**src/rtl/flt_cmd_pkg.sv**
```systemverilog
// Shared definitions for the quadcopter link command processor.
//   opcode_e   : command opcodes understood by flt_cmd_proc
//   RESP_ACK/NAK : response bytes returned to UART_comm
//   state_e    : command sequencer states
//   op_known() : true for any opcode that is executed and ACKed
package flt_cmd_pkg;

  typedef enum logic [7:0] {
    OP_SET_PTCH  = 8'h02,
    OP_SET_ROLL  = 8'h03,
    OP_SET_YAW   = 8'h04,
    OP_SET_THRST = 8'h05,
    OP_CALIBRATE = 8'h06,
    OP_EMER_LAND = 8'h07,
    OP_MTRS_OFF  = 8'h08
  } opcode_e;

  localparam logic [7:0] RESP_ACK = 8'hA5;
  localparam logic [7:0] RESP_NAK = 8'hEE;

  typedef enum logic [2:0] {
    IDLE,
    ACCEPT,
    EXEC,
    CAL_WAIT,
    RESP,
    WAIT_SENT
  } state_e;

  // Recognised opcodes form one contiguous range.
  function automatic logic op_known(input logic [7:0] op);
    return (op >= OP_SET_PTCH) && (op <= OP_MTRS_OFF);
  endfunction

endpackage

```
**src/rtl/flt_link_wdog.sv**
```systemverilog
// Link watchdog: saturating idle counter, cleared by kick.
//   clk     : system clock
//   rst     : synchronous active-high reset (counter to 0)
//   kick    : clears the counter this cycle
//   expired : high while the counter sits at all-ones
module flt_link_wdog #(
  parameter int WD_BITS = 26
) (
  input  logic clk,
  input  logic rst,
  input  logic kick,
  output logic expired
);

  logic [WD_BITS-1:0] cnt_q, cnt_d;

  always_comb begin
    cnt_d = cnt_q;
    if (kick) begin
      cnt_d = '0;
    end else if (cnt_q != '1) begin
      cnt_d = cnt_q + {{(WD_BITS-1){1'b0}}, 1'b1};
    end
  end

  always_ff @(posedge clk) begin
    if (rst) begin
      cnt_q <= '0;
    end else begin
      cnt_q <= cnt_d;
    end
  end

  assign expired = (cnt_q == '1);

endmodule

```
**src/rtl/flt_cmd_proc.sv**
```systemverilog
// Command processor for the quadcopter link (airframe side of UART_comm).
// Executes 24-bit commands against the flight setpoints and calibration/
// motor controls, returns a one-byte ACK/NAK, and levels the craft when
// the link goes quiet.
//   clk, rst                  : clock, synchronous active-high reset
//   cmd_rdy, cmd, data        : command from UART_comm (held until consumed)
//   clr_cmd_rdy               : one-cycle consume acknowledge
//   resp, send_resp, resp_sent: response byte and transmit handshake
//   strt_cal, cal_done        : inertial calibration handshake
//   d_ptch, d_roll, d_yaw     : signed attitude setpoints
//   thrst                     : unsigned thrust setpoint
//   motors_off                : forces ESC outputs to zero
//
// state     | meaning
// ----------+-----------------------------------------------------
// IDLE      | waiting for cmd_rdy
// ACCEPT    | clr_cmd_rdy high, cmd/data latched, watchdog kicked
// EXEC      | opcode applied, response byte chosen
// CAL_WAIT  | strt_cal issued, waiting for cal_done
// RESP      | send_resp high
// WAIT_SENT | waiting for resp_sent from UART_comm
module flt_cmd_proc
  import flt_cmd_pkg::*;
#(
  parameter int         WD_BITS = 26,
  parameter logic [8:0] THR_MAX = 9'h1FF
) (
  input  logic        clk,
  input  logic        rst,
  input  logic        cmd_rdy,
  input  logic [7:0]  cmd,
  input  logic [15:0] data,
  output logic        clr_cmd_rdy,
  output logic [7:0]  resp,
  output logic        send_resp,
  input  logic        resp_sent,
  output logic        strt_cal,
  input  logic        cal_done,
  output logic [15:0] d_ptch,
  output logic [15:0] d_roll,
  output logic [15:0] d_yaw,
  output logic [8:0]  thrst,
  output logic        motors_off
);

  state_e      state_q, state_d;
  logic [7:0]  cmd_q, cmd_d;
  logic [15:0] data_q, data_d;
  logic [7:0]  resp_q, resp_d;
  logic        send_resp_q, send_resp_d;
  logic        clr_q, clr_d;
  logic        strt_cal_q, strt_cal_d;
  logic [15:0] ptch_q, ptch_d;
  logic [15:0] roll_q, roll_d;
  logic [15:0] yaw_q, yaw_d;
  logic [8:0]  thrst_q, thrst_d;
  logic        motors_off_q, motors_off_d;
  logic        wd_expired;

  flt_link_wdog #(.WD_BITS(WD_BITS)) u_wdog (
    .clk     (clk),
    .rst     (rst),
    .kick    (state_q == ACCEPT),
    .expired (wd_expired)
  );

  always_comb begin
    state_d      = state_q;
    cmd_d        = cmd_q;
    data_d       = data_q;
    resp_d       = resp_q;
    send_resp_d  = 1'b0;
    clr_d        = 1'b0;
    strt_cal_d   = 1'b0;
    ptch_d       = ptch_q;
    roll_d       = roll_q;
    yaw_d        = yaw_q;
    thrst_d      = thrst_q;
    motors_off_d = motors_off_q;

    // Leveling comes first so a coincident EXEC write overrides it.
    if (wd_expired) begin
      ptch_d = '0;
      roll_d = '0;
      yaw_d  = '0;
    end

    unique case (state_q)
      IDLE: begin
        if (cmd_rdy) begin
          state_d = ACCEPT;
          clr_d   = 1'b1;
        end
      end
      ACCEPT: begin
        cmd_d   = cmd;
        data_d  = data;
        state_d = EXEC;
      end
      EXEC: begin
        state_d     = RESP;
        send_resp_d = 1'b1;
        resp_d      = op_known(cmd_q) ? RESP_ACK : RESP_NAK;
        case (cmd_q)
          OP_SET_PTCH:  ptch_d = data_q;
          OP_SET_ROLL:  roll_d = data_q;
          OP_SET_YAW:   yaw_d  = data_q;
          OP_SET_THRST: thrst_d = (data_q > {7'd0, THR_MAX}) ? THR_MAX : data_q[8:0];
          OP_CALIBRATE: begin
            state_d     = CAL_WAIT;
            send_resp_d = 1'b0;
            strt_cal_d  = 1'b1;
          end
          OP_EMER_LAND: begin
            ptch_d  = '0;
            roll_d  = '0;
            yaw_d   = '0;
            thrst_d = '0;
          end
          OP_MTRS_OFF: begin
            motors_off_d = 1'b1;
            thrst_d      = '0;
          end
          default: ;
        endcase
      end
      CAL_WAIT: begin
        if (cal_done) begin
          motors_off_d = 1'b0;
          send_resp_d  = 1'b1;
          state_d      = RESP;
        end
      end
      RESP: state_d = WAIT_SENT;
      WAIT_SENT: begin
        if (resp_sent) begin
          state_d = IDLE;
        end
      end
      default: state_d = IDLE;
    endcase
  end

  always_ff @(posedge clk) begin
    if (rst) begin
      state_q      <= IDLE;
      cmd_q        <= '0;
      data_q       <= '0;
      resp_q       <= '0;
      send_resp_q  <= 1'b0;
      clr_q        <= 1'b0;
      strt_cal_q   <= 1'b0;
      ptch_q       <= '0;
      roll_q       <= '0;
      yaw_q        <= '0;
      thrst_q      <= '0;
      motors_off_q <= 1'b1;
    end else begin
      state_q      <= state_d;
      cmd_q        <= cmd_d;
      data_q       <= data_d;
      resp_q       <= resp_d;
      send_resp_q  <= send_resp_d;
      clr_q        <= clr_d;
      strt_cal_q   <= strt_cal_d;
      ptch_q       <= ptch_d;
      roll_q       <= roll_d;
      yaw_q        <= yaw_d;
      thrst_q      <= thrst_d;
      motors_off_q <= motors_off_d;
    end
  end

  assign clr_cmd_rdy = clr_q;
  assign resp        = resp_q;
  assign send_resp   = send_resp_q;
  assign strt_cal    = strt_cal_q;
  assign d_ptch      = ptch_q;
  assign d_roll      = roll_q;
  assign d_yaw       = yaw_q;
  assign thrst       = thrst_q;
  assign motors_off  = motors_off_q;

endmodule
```
**config.mk**
```make
export PLATFORM = sky130hd
export DESIGN_NAME = flt_cmd_proc
export DESIGN_NICKNAME = d
export VERILOG_FILES = /design/src/rtl/flt_cmd_pkg.sv /design/src/rtl/flt_link_wdog.sv /design/src/rtl/flt_cmd_proc.sv
export SDC_FILE = /design/constraint.sdc
export NUM_CORES = 1
export LEC_CHECK = 0
export BUFFER_PORTS_ARGS = -buffer_cell sky130_fd_sc_hd__clkbuf_2
export CORE_AREA = 2 2 103 105
export DETAILED_ROUTE_END_ITERATION = 10
export DIE_AREA = 0 0 105 107
export PLACE_DENSITY = 0.78
export SLEW_MARGIN = 20
export SYNTH_ARGS = -nofsm -noshare
export SYNTH_HDL_FRONTEND = slang
export SYNTH_SLANG_ARGS = --single-unit
```
**constraint.sdc**
```tcl
create_clock -name clk -period 1.7 [get_ports clk]
set_input_delay 0.34 -clock clk [delete_from_list [all_inputs] [get_ports clk]]
set_output_delay 0.34 -clock clk [all_outputs]
set_load 0.1 [all_outputs]
```
==> reports/metrics.csv <==
stage,metric,value,unit
run_status,status,"complete, but fails checks",
run_status,violations,setup timing,
worst_setup_path,worstSetupEndpointType,register,
global_routing,grt_pass1_vias,4569,
route,met3_length,1050,um
clock_tree,clkSinkCount,117,
worst_setup_path,regToRegEndpoint,d_ptch[10],
yosys,synthesis.area,4830,sq um
die,core_area,10100,sq um
sta,rsz0062_at_grt,true,
power,total_power,7.21,mW
worst_setup_path,r2r_setup_slack,-0.15,ns
clock_tree,cts_hold_buf,0,
sta,relSlewSlack,56.8,%
sta,setup_ws,-0.151,ns
yosys,ys_async_sr_fraction,0,%
yosys,syn_avg_cell_area,9.51,sq um
yosys,synth-edff-count,0,
route,routed_wl,16700,um
cells_and_area,area_delta_synth_final,45.0,%
worst_setup_path,rr_worst_depth,6,
power,p_leak,2.91,nW
cells_and_area,drive_gt1_share,42.6,%
yosys,syn_nets,538,
worst_setup_path,worstPathMaxFanout,8,
route,via_per_inst,6.11,
sta,period_needed,1.85,ns
global_routing,grt_max_degree,25,
worst_setup_path,cp-startpoint,state_q[2],
clock_tree,cts_tree,built,
route,vias,4959,
clock_tree,cts-htree-levels,4,
sta,finalMaxSlewViolations,0,
route,drtIter0Drc,500,
clock_tree,clk_latency,0.54,ns
die,io_pins,98,
die,die_h,107,um
sta,setup_viol,43,
cells_and_area,nets,693,
cells_and_area,final_common_cell,dfxtp_1,
route,route.met2.wl,8750,um
cells_and_area,multi_input_area,2540,sq um
hold_path,hp-class,in -> reg,
die,start_util,47.9,%
sta,post-route-period-util,109,%
global_routing,antenna_found_initial,0,
route,top_layer_used,met4,
clock_tree,cts_root_buffer,clkbuf_8,
yosys,synth_seq_cells,117,
yosys,yosysWarnings,0,
die,rows,37,
worst_setup_path,setup.worst_path.end,d_ptch[10],
yosys,synth_cell_type_count,56,
clock_tree,max-clock-path-buffers,2,
route,drt_first_pass_iters,6,
worst_setup_path,cp_data_required_time,2.12,ns
route,antenna_left,0,
sta,skew,0.0102,ns
worst_setup_path,critPathKind,reg -> reg,
placement,io_buffers,96,
yosys,synthCells,508,
power,powerDensity,1030,nW/um^2
global_routing,gr-usage-all-layers,25.6,%
die,dieArea,11200,sq um
power,ir_drop,0.605,mV
route,wl_per_cell,20.6,um
sta,finalHoldViolCount,0,
cells_and_area,antenna_cells,0,
sta,worst_pin_slew,0.643,ns
placement,routabilityCongestion,0.867,
worst_setup_path,worst_setup_path_start_kind,register,
clock_tree,cts.clk_slew.worst_paths,0.06,ns
global_routing,grt_overflow,0,
placement,hpwl,9340,um
cells_and_area,seqCellArea,2380,sq um
sta,timing.fmax,540,MHz
cells_and_area,instances_no_fill,812,
placement,pre_cts_ws,-0.236,ns
yosys,yosysSeqAreaShare,48.5,%
cells_and_area,final.fill_count,674,
cells_and_area,final_cell_mix,"96 x dfxtp_1, 83 x nand2_1, 62 x buf_4",
die,die_w,105,um
global_routing,grt_pass1_wl,22700,um
route,drc,0,
worst_setup_path,cp.arrival,2.27,ns
worst_setup_path,rr_startpoint,state_q[2],
yosys,yosys_most_used_dff,dfxtp_1,
flow_run,drv_cap,0,
route,wl_met1,6190,um
clock_tree,cts_buffers,17,
placement,placed_cells,762,
==> registers in the layout (all words and copies together) (netlist names) <==
| signal | flops |
|---|---|
| clr_cmd_rdy | 1 |
| cmd_q | 8 |
| d_ptch | 16 |
| d_roll | 16 |
| d_yaw | 16 |
| data_q | 16 |
| motors_off | 1 |
| resp | 3 |
| send_resp | 1 |
| state_q | 3 |
| strt_cal | 1 |
| thrst | 9 |
| u_wdog.cnt_q | 26 |
==> worst max-delay path, stage by stage, from the launching register on <==
cell       delay (ns)
dfxtp_4          0.35
or3b_4           0.41
buf_6            0.13
nor4_4           0.31
a311oi_4         0.09
clkbuf_16        0.20
a22o_1           0.24
==> stage by stage <==
stage | cell area (sq um) | hold WS (ns) | util [%] | TNS (ns)
2_1_floorplan | 4870 | 0.437 | - | -0.615
3_5_place_dp | 5850 | 0.447 | 58.0 | -11.27
6_report | 7010 | 0.0204 | 69.5 | -3.25
3_3_place_gp | 5850 | 0.449 | 58.0 | -5.93
4_1_cts | 6640 | 0.0153 | 65.8 | -2.85
5_1_grt | 7010 | 0.0298 | 69.5 | -5.06
==> Yosys cell counts, types with 2 or more instances <==
cell type / count / share of area (%)
a2111o_1: 3 / 0.70
a211oi_1: 7 / 1.1
a21oi_1: 40 / 4.1
a22o_1: 48 / 8.7
a311oi_4: 3 / 1.6
a31oi_1: 5 / 0.65
and2_1: 2 / 0.26
and3_1: 4 / 0.52
and4_1: 5 / 0.91
buf_1: 3 / 0.23
buf_2: 16 / 1.7
buf_4: 8 / 1.2
buf_6: 2 / 0.47
clkbuf_1: 14 / 1.1
dfxtp_1: 117 / 48
inv_1: 3 / 0.23
mux2i_1: 15 / 3.1
nand2_1: 85 / 6.6
nand2b_1: 4 / 0.52
nand3_1: 10 / 1.0
nand3b_1: 3 / 0.47
nand4_1: 8 / 1.0
nand4_2: 2 / 0.52
nor2_1: 18 / 1.4
nor2b_1: 3 / 0.39
nor3_1: 6 / 0.62
nor4_1: 7 / 0.91
nor4_4: 3 / 1.3
o21ai_0: 7 / 0.72
o21ai_1: 3 / 0.31
o2bb2ai_1: 9 / 1.6
o31ai_1: 3 / 0.47
or3_1: 15 / 1.9
or4_1: 5 / 0.78
==> per-layer routing <==
layer  vias to the layer above  GRT usage [%]
met5                         -              0
met4                         0           11.2
met3                        77           6.93
met2                       286           45.5
met1                      2426           28.7
li1                       2170              -
==> cells by family (layout without fill, tap and decap cells) <==
family | count (synthesis) | after routing | synth area share (%)
adder cells (fa/ha/maj) | 1 | 1 | 0.259
multiplexers | 15 | 15 | 3.11
buffers and inverters | 46 | 214 | 4.92
XOR/XNOR | 2 | 2 | 0.362
flip-flops | 117 | 117 | 48.5
AND/OR/NAND/NOR | 194 | 194 | 22.1
AO/OA/AOI/OAI | 132 | 132 | 20.7
other | 1 | 1 | 0.0776
==> power by group <==
part           internal, mW  total [mW]  switching (mW)  leakage [nW]
sequential             2.80        2.89          0.0884         0.957
combinational         0.298       0.808           0.510          1.68
clock                  2.14        3.51            1.37         0.274
total                  5.24        7.21            1.97          2.91
==> final cells by class <==
class	instances	area share, %
well taps	136	2.43
flip-flops and latches	117	34.0
inverters	3	0.161
multi-input cells	345	36.2
clock inverters	14	2.18
repair buffers	179	18.9
clock buffers	18	6.10
==> worst min-delay path by stage <==
stage,end,from,depth (start not counted),slack (ns)
after floorplan,u_wdog.cnt_q[6],u_wdog.cnt_q[6],2,0.44
after global placement,thrst[8],thrst[8],1,0.45
after detailed placement,thrst[8],thrst[8],1,0.45
after CTS,data_q[1],data[1],3,0.02
after global routing,data_q[3],data[3],3,0.03
final,cmd_q[5],cmd[5],3,0.02
==> repair_timing <==
action	in CTS	in global routing
pin swaps	5	43
gates cloned	1	3
setup buffers	4	10
endpoints found under the setup margin	101	114
resized for setup	48	94
Power figures use the tool's default switching activity.
